### config.mk
export PLATFORM = sky130hd
export DESIGN_NAME = grf_bypass_flat
export DESIGN_NICKNAME = d
export VERILOG_FILES = /design/src/rtl/grf_bypass_if.sv /design/src/rtl/grf_bypass.sv /design/src/flat_wrapper.sv
export SDC_FILE = /design/constraint.sdc
export NUM_CORES = 2
export LEC_CHECK = 0
export BUFFER_PORTS_ARGS = -buffer_cell sky130_fd_sc_hd__buf_2
export CORE_ASPECT_RATIO = 0.6
export CORE_MARGIN = 10
export CORE_UTILIZATION = 40
export CTS_CLUSTER_DIAMETER = 100
export DETAILED_ROUTE_END_ITERATION = 7
export SLEW_MARGIN = 10
export SYNTH_ARGS = -nofsm -noshare
export SYNTH_HDL_FRONTEND = slang
export SYNTH_SLANG_ARGS = --single-unit
### constraint.sdc
create_clock -name clk -period 38.6 [get_ports clk]
set_clock_uncertainty 0.2 [all_clocks]
set_input_delay 5.79 -clock clk [delete_from_list [all_inputs] [get_ports clk]]
set_output_delay 5.79 -clock clk [all_outputs]
set_load 0.05 [all_outputs]
### src/rtl/grf_bypass_if.sv
// rtl/grf_bypass_if.sv - write-back, read-port and trace bundle for the register file
interface grf_bypass_if #(
   parameter int DATA_W = 32
);
   logic              we;
   logic [31:0]       pc;
   logic [4:0]        a1;
   logic [4:0]        a2;
   logic [4:0]        a3;
   logic [DATA_W-1:0] wd;
   logic [DATA_W-1:0] rd1;
   logic [DATA_W-1:0] rd2;
   logic              trace_valid;
   logic [31:0]       trace_pc;
   logic [4:0]        trace_reg;
   logic [DATA_W-1:0] trace_data;

   modport master (
      output we, pc, a1, a2, a3, wd,
      input  rd1, rd2, trace_valid, trace_pc, trace_reg, trace_data
   );

   modport slave (
      input  we, pc, a1, a2, a3, wd,
      output rd1, rd2, trace_valid, trace_pc, trace_reg, trace_data
   );
endinterface

### src/rtl/grf_bypass.sv
// rtl/grf_bypass.sv - MIPS general register file with write-to-read bypass and write trace
module grf_bypass #(
   parameter int                DATA_W    = 32,
   parameter int                NREG      = 32,
   parameter logic [DATA_W-1:0] RESET_VAL = '0
) (
   input  logic         clk,
   input  logic         reset,
   grf_bypass_if.slave  bus
);

   // $0 is hardwired to zero, so only 1..NREG-1 are stored
   logic [DATA_W-1:0] regs [1:NREG-1];
   logic              commit;

   assign commit = bus.we && (bus.a3 != 5'd0);

   always_ff @(posedge clk or posedge reset) begin
      if (reset) begin
         for (int i = 1; i < NREG; i++) begin
            regs[i] <= RESET_VAL;
         end
         bus.trace_valid <= 1'b0;
         bus.trace_pc    <= '0;
         bus.trace_reg   <= '0;
         bus.trace_data  <= '0;
      end else begin
         bus.trace_valid <= commit;
         if (commit) begin
            regs[bus.a3]    <= bus.wd;
            bus.trace_pc    <= bus.pc;
            bus.trace_reg   <= bus.a3;
            bus.trace_data  <= bus.wd;
         end
      end
   end

   // A pending write to the addressed register wins over the stored value
   always_comb begin
      bus.rd1 = '0;
      if (bus.a1 != 5'd0) begin
         if (bus.we && (bus.a3 == bus.a1)) begin
            bus.rd1 = bus.wd;
         end else begin
            bus.rd1 = regs[bus.a1];
         end
      end
   end

   always_comb begin
      bus.rd2 = '0;
      if (bus.a2 != 5'd0) begin
         if (bus.we && (bus.a3 == bus.a2)) begin
            bus.rd2 = bus.wd;
         end else begin
            bus.rd2 = regs[bus.a2];
         end
      end
   end

endmodule

### src/flat_wrapper.sv
// flat-port wrapper written by rule: the top's interface ports become plain ports
module grf_bypass_flat 
#(
   parameter int                DATA_W    = 32,
   parameter int                NREG      = 32,
   parameter logic [DATA_W-1:0] RESET_VAL = '0
)
  (clk, reset, bus_we, bus_pc, bus_a1, bus_a2, bus_a3, bus_wd, bus_rd1, bus_rd2, bus_trace_valid, bus_trace_pc, bus_trace_reg, bus_trace_data);
  grf_bypass_if #(.DATA_W(DATA_W)) bus_i ();
  input  logic clk;
  input  logic reset;
  input wire logic [$bits(bus_i.we)-1:0] bus_we;
  input wire logic [$bits(bus_i.pc)-1:0] bus_pc;
  input wire logic [$bits(bus_i.a1)-1:0] bus_a1;
  input wire logic [$bits(bus_i.a2)-1:0] bus_a2;
  input wire logic [$bits(bus_i.a3)-1:0] bus_a3;
  input wire logic [$bits(bus_i.wd)-1:0] bus_wd;
  output wire logic [$bits(bus_i.rd1)-1:0] bus_rd1;
  output wire logic [$bits(bus_i.rd2)-1:0] bus_rd2;
  output wire logic [$bits(bus_i.trace_valid)-1:0] bus_trace_valid;
  output wire logic [$bits(bus_i.trace_pc)-1:0] bus_trace_pc;
  output wire logic [$bits(bus_i.trace_reg)-1:0] bus_trace_reg;
  output wire logic [$bits(bus_i.trace_data)-1:0] bus_trace_data;
  assign bus_i.we = bus_we;
  assign bus_i.pc = bus_pc;
  assign bus_i.a1 = bus_a1;
  assign bus_i.a2 = bus_a2;
  assign bus_i.a3 = bus_a3;
  assign bus_i.wd = bus_wd;
  assign bus_rd1 = bus_i.rd1;
  assign bus_rd2 = bus_i.rd2;
  assign bus_trace_valid = bus_i.trace_valid;
  assign bus_trace_pc = bus_i.trace_pc;
  assign bus_trace_reg = bus_i.trace_reg;
  assign bus_trace_data = bus_i.trace_data;
  grf_bypass #(.DATA_W(DATA_W), .NREG(NREG), .RESET_VAL(RESET_VAL)) u_core (.clk(clk), .reset(reset), .bus(bus_i));
endmodule
* Yosys cells after proc, flatten, opt, wreduce, memory -nomap -nowiden
Cells that the tools add are included.
** Operators by class
- Order comparisons :: 4
- Equal/unequal tests :: 2
- Multiplexer cells :: 13
- Bitwise gates (word level) :: 3
- Reduce and logical (&&, ||, !) cells :: 7
** Operators by type and width (number)
- 992-bit bitwise mux :: 1
- 32-bit binary-select mux with 5-bit select :: 2
- 32-bit two-way mux :: 9
- 32-bit demux with 5-bit select :: 1
- 6-bit greater-or-equal comparator, second input constant :: 3
- 5-bit inverter with 6-bit output :: 3
- 5-bit nonzero test :: 3
- 5-bit equality test :: 2
- 6-bit by 1-bit less-than comparator with 1-bit output, second input constant :: 1
- 1-bit logical AND :: 4
** Storage, ports and cells
- Register bits :: 1062
- Input bits :: 82
- Output and inout bits :: 134
- Logic and storage cells :: 64

* Depth between registers and ports, before layout
- Word-level depth :: 6
- Gate-level depth with buffers :: 10
- Gate-level depth less buffers :: 6

* Worst setup path before layout
No wires, ideal clock.
- Path type :: input to output
- From :: input port bus_a3[4]
- To :: output port bus_rd1[28]
- Data arrival time :: 8370 ps
- Required time :: 32610 ps
- Setup slack :: 24240 ps
- Stages :: 7
- Buffers on the path :: 1
- Path through :: clkbuf_1 -> xor2_1 -> nor4_1 -> nand3_1 -> o211ai_1 -> a21oi_1 -> nor4_1
** Between the ends
- Longest elaborated chain between the ends :: 4
** Ends and longest elaborated chain
- start: declaration :: line flat_wrapper.sv:16 : input wire logic [$bits(bus_i.a3)-1:0] bus_a3;
- 5-bit equality test :: line grf_bypass.sv:42 : if (bus.we && (bus.a3 == bus.a1)) begin
- 1-bit logical AND :: line grf_bypass.sv:42
- 32-bit two-way mux :: line grf_bypass.sv:42
- 32-bit two-way mux :: line grf_bypass.sv:41 : if (bus.a1 != 5'd0) begin
- end: declaration :: line flat_wrapper.sv:18 : output wire logic [$bits(bus_i.rd1)-1:0] bus_rd1;
No other way between the ends.

* Worst setup path in the final report
- From :: input port bus_a2[1]
- To :: output port bus_rd2[22]
** Between the ends
- Longest elaborated chain between the ends :: 6
- Elaborated cells between the ends (all ways) :: 9
- Those cells by class :: eq/ne (1); mux (5); bitwise (1); reduce/logical (2)
** Ends and longest elaborated chain
- start: declaration :: line flat_wrapper.sv:15 : input wire logic [$bits(bus_i.a2)-1:0] bus_a2;
- 5-bit inverter with 6-bit output (not written as such) :: line grf_bypass.sv:56 : bus.rd2 = regs[bus.a2];
- 32-bit binary-select mux with 5-bit select :: line grf_bypass.sv:56
- 32-bit two-way mux (not written as such) (2 in series) :: line grf_bypass.sv:56
- 32-bit two-way mux :: line grf_bypass.sv:53 : if (bus.we && (bus.a3 == bus.a2)) begin
- 32-bit two-way mux (*) :: line grf_bypass.sv:52 : if (bus.a2 != 5'd0) begin
- end: declaration :: line flat_wrapper.sv:19 : output wire logic [$bits(bus_i.rd2)-1:0] bus_rd2;
Every way passes the cells marked *; elsewhere a longest branch is shown, timed or not. The select of a mux whose other input is x is not followed.

==> impl_metrics.env <==
export IMPL_worstPathArrival_ns=10.59
export IMPL_netlist_area_um2=56900
export IMPL_drcViolationCount=0
export IMPL_cts_tree="built"
export IMPL_cts_repair_resized=0
export IMPL_crit_path_start_kind="input pin"
export IMPL_final_common_cell="mux2_2"
export IMPL_relSlewSlack=0.165
export IMPL_hold_violations=0
export IMPL_grt_overflow_total=0
export IMPL_ys_ff_latch=1062
export IMPL_die_h_um=312
export IMPL_status="complete, no violations"
export IMPL_largest_reg_flops=992
export IMPL_mostFrequentLayoutCells="1075 x mux2_2, 1062 x dfrtp_1, 335 x mux4_2"
export IMPL_powerDensity_nw_per_um2=52.2
export IMPL_async_flop_share=1.00
export IMPL_antenna_found_initial=12
export IMPL_criticalPathCategory="input pin to output port"
export IMPL_synth_edf_count=0
export IMPL_period_share=0.430
export IMPL_port_buffers=215
export IMPL_largest_registers="u_core.regs: 992 flops, u_core.bus.trace_data: 32 flops, u_core.bus.trace_pc: 32 flops"
export IMPL_cts_num_sinks=1062
export IMPL_ys_seq_area_frac=0.467
export IMPL_synthFlopType="dfrtp_1"
export IMPL_fillers=13000
export IMPL_synth_adder_area_share=0
export IMPL_drv_cap=0
export IMPL_synth_compound_area_share=0.0557
export IMPL_coreArea_um2=142000
export IMPL_avgViaCountPerCell=6.40
export IMPL_fmax_mhz=60.3
export IMPL_yosysUniqueCellTypes=50
export IMPL_clk_latency_ns=0.71
export IMPL_avgSynthCellArea_um2=13.6
export IMPL_cp_required_ns=32.61
export IMPL_drive_above_1_share=0.458
export IMPL_grt_first_pass_wirelength_um=289000
export IMPL_setup_viol=0
export IMPL_synthSimpleGateAreaFrac=0.0428
export IMPL_synthToLayoutAreaGrowth_pct=10.4
export IMPL_antenna_cells=0
export IMPL_cts_buffer_depth=3
export IMPL_synth_warnings=0
export IMPL_vias=39400
export IMPL_ir_worst_vdd_mv=0.0491
export IMPL_top_register="u_core.regs"
export IMPL_cts_root_buf="clkbuf_16"
export IMPL_final_nets=4254
export IMPL_grtUsageTotal=0.246
export IMPL_slew_viol_final=0
export IMPL_gp_congestion=0.827
export IMPL_clk_pin_slew_worst_paths_ns=0.06
export IMPL_rows=107
export IMPL_numPlacedInstances=5976
export IMPL_cts_hold_repair_buffers=0
export IMPL_post_cts_buffers=0
export IMPL_rsz0062_at_grt="false"
export IMPL_dr_pass1_iters=5
export IMPL_die_area_um2=158000
export IMPL_synth_top_family_by_area="multiplexers"
export IMPL_initial_core_util=0.402
export IMPL_fp_dieW_um=507
export IMPL_p_leak_nw=27.8
export IMPL_dp_hpwl_um=115000
export IMPL_ctsHtreeMaxLevel=3
export IMPL_setup_tns_ns=0
export IMPL_post_route_min_period_ns=16.58
export IMPL_ios=216
export IMPL_drt_total_wl_um=200000
export IMPL_hold_path_class="flip-flop to flip-flop"
export IMPL_crit_fanout=63
export IMPL_first_global_vias=38900
export IMPL_drtAntennaViolNets=0
export IMPL_tightest_slew_ns=1.25
export IMPL_numCtsBuffers=101
export IMPL_grt_max_degree=131
export IMPL_synthCells=4190
export IMPL_wl_per_cell_um=32.5
export IMPL_drtIter0Drc=4493
export IMPL_syn_nets=4272
export IMPL_synth_xor_area_frac=0.00154
export IMPL_stdcell_count=6162
export IMPL_crit_path_end_kind="output port"
export IMPL_synthMuxAreaShare=0.395
==> kinds of logic after synthesis <==
kind of cell              count (synthesis)
DFF                                    1062
buffers and inverters                   443
and+or+nand+nor                         547
xor gates and xnor gates                 10
muxes                                  1690
AOI/OAI and AO/OA                       438
==> per-layer routing <==
| metal | global-route usage | wire length, µm |
|---|---|---|
| met1 | 0.359 | 88500 |
| met2 | 0.354 | 85900 |
| met3 | 0.0627 | 18600 |
| met4 | 0.0803 | 7030 |
| met5 | 0 | 45 |
==> stage by stage <==
stage / hold slack [ns] / setup WS, ns / utilization / cell area (µm²) / power, mW
after floorplan: 0.281 / 2.72 / - / 56900 / 2.02
after global placement: 0.252 / 22.17 / 0.419 / 59300 / 2.19
after detailed placement: 0.257 / 22.22 / 0.419 / 59300 / 2.21
after CTS: 0.274 / 22.21 / 0.443 / 62800 / 3.28
after global routing: 0.288 / 21.98 / 0.443 / 62800 / 3.41
final: 0.269 / 22.02 / 0.443 / 62800 / 3.28
==> where the power goes <==
group | switching [mW] | internal, mW
sequential | 0.159 | 1.32
combinational | 0.349 | 0.372
clock | 0.466 | 0.606
total | 0.975 | 2.30
==> final timing paths <==
kind / startpoint / end / slack, ns / cells past startpoint
min in group asynchronous: reset / u_core.regs[659] / 4.96 / 2
max reg2reg: u_core.regs[625] / u_core.regs[625] / 37.58 / 1
min: u_core.bus.trace_data[25] / u_core.bus.trace_data[25] / 0.27 / 2
max in group asynchronous: reset / u_core.regs[582] / 28.58 / 7
max: bus_a2[1] / bus_rd2[22] / 22.02 / 9
min reg2reg: u_core.bus.trace_data[25] / u_core.bus.trace_data[25] / 0.27 / 2
==> cell usage after synthesis, types with 2 or more instances <==
cell type  count  share of area
o22ai_1       30         0.0033
inv_1          2        0.00013
dfrtp_1     1062           0.47
nand2_1      288          0.019
buf_2        129          0.011
a211oi_1      39         0.0051
nor2b_1       46         0.0051
buf_1         67         0.0044
o21ai_1        3        0.00026
nor3b_1        3        0.00040
nand3_1       17         0.0015
mux2_1         3        0.00059
buf_4         45         0.0059
nor4_1        22         0.0024
mux2_2      1075           0.21
a21oi_1       68         0.0060
nor2_1        86         0.0057
nand2b_1       4        0.00044
a22o_1         2        0.00031
or2_2          3        0.00033
a22oi_1      124          0.016
clkbuf_1     177          0.012
mux2i_1      277          0.049
o21ai_0       34         0.0030
o211ai_1       2        0.00026
mux4_2       335           0.13
nand4_1       11         0.0012
a221o_1       20         0.0035
a2111oi_0     12         0.0018
nand3b_1       3        0.00040
buf_6         20         0.0040
and2_1         4        0.00044
nor3_1        51         0.0045
o2bb2ai_1     10         0.0015
xor2_1         8         0.0012
nand4b_1       2        0.00031
a221oi_1      61         0.0094
o31ai_1       19         0.0025
xnor2_1        2        0.00031
o221ai_1      12         0.0018
and3_1         3        0.00033
==> critical path, stage by stage <==
cell       delay (ns)
buf_8            0.46
buf_4            0.68
buf_4            0.75
buf_4            0.71
mux4_2           0.40
nor2b_1          0.14
a2111oi_0        0.93
a211oi_1         0.27
buf_2            0.31
==> area by class of cell <==
cell class	instances	area, µm²	share of cell area
clock buffer	151	3010	0.0479
tap	1907	2390	0.0380
clock inverter	35	473	0.00753
timing repair buffer	319	1940	0.0310
multi-input combinational	2685	28400	0.452
sequential	1062	26600	0.423
inverter	3	18.8	0.000299
(Power assumes the default switching activity.)
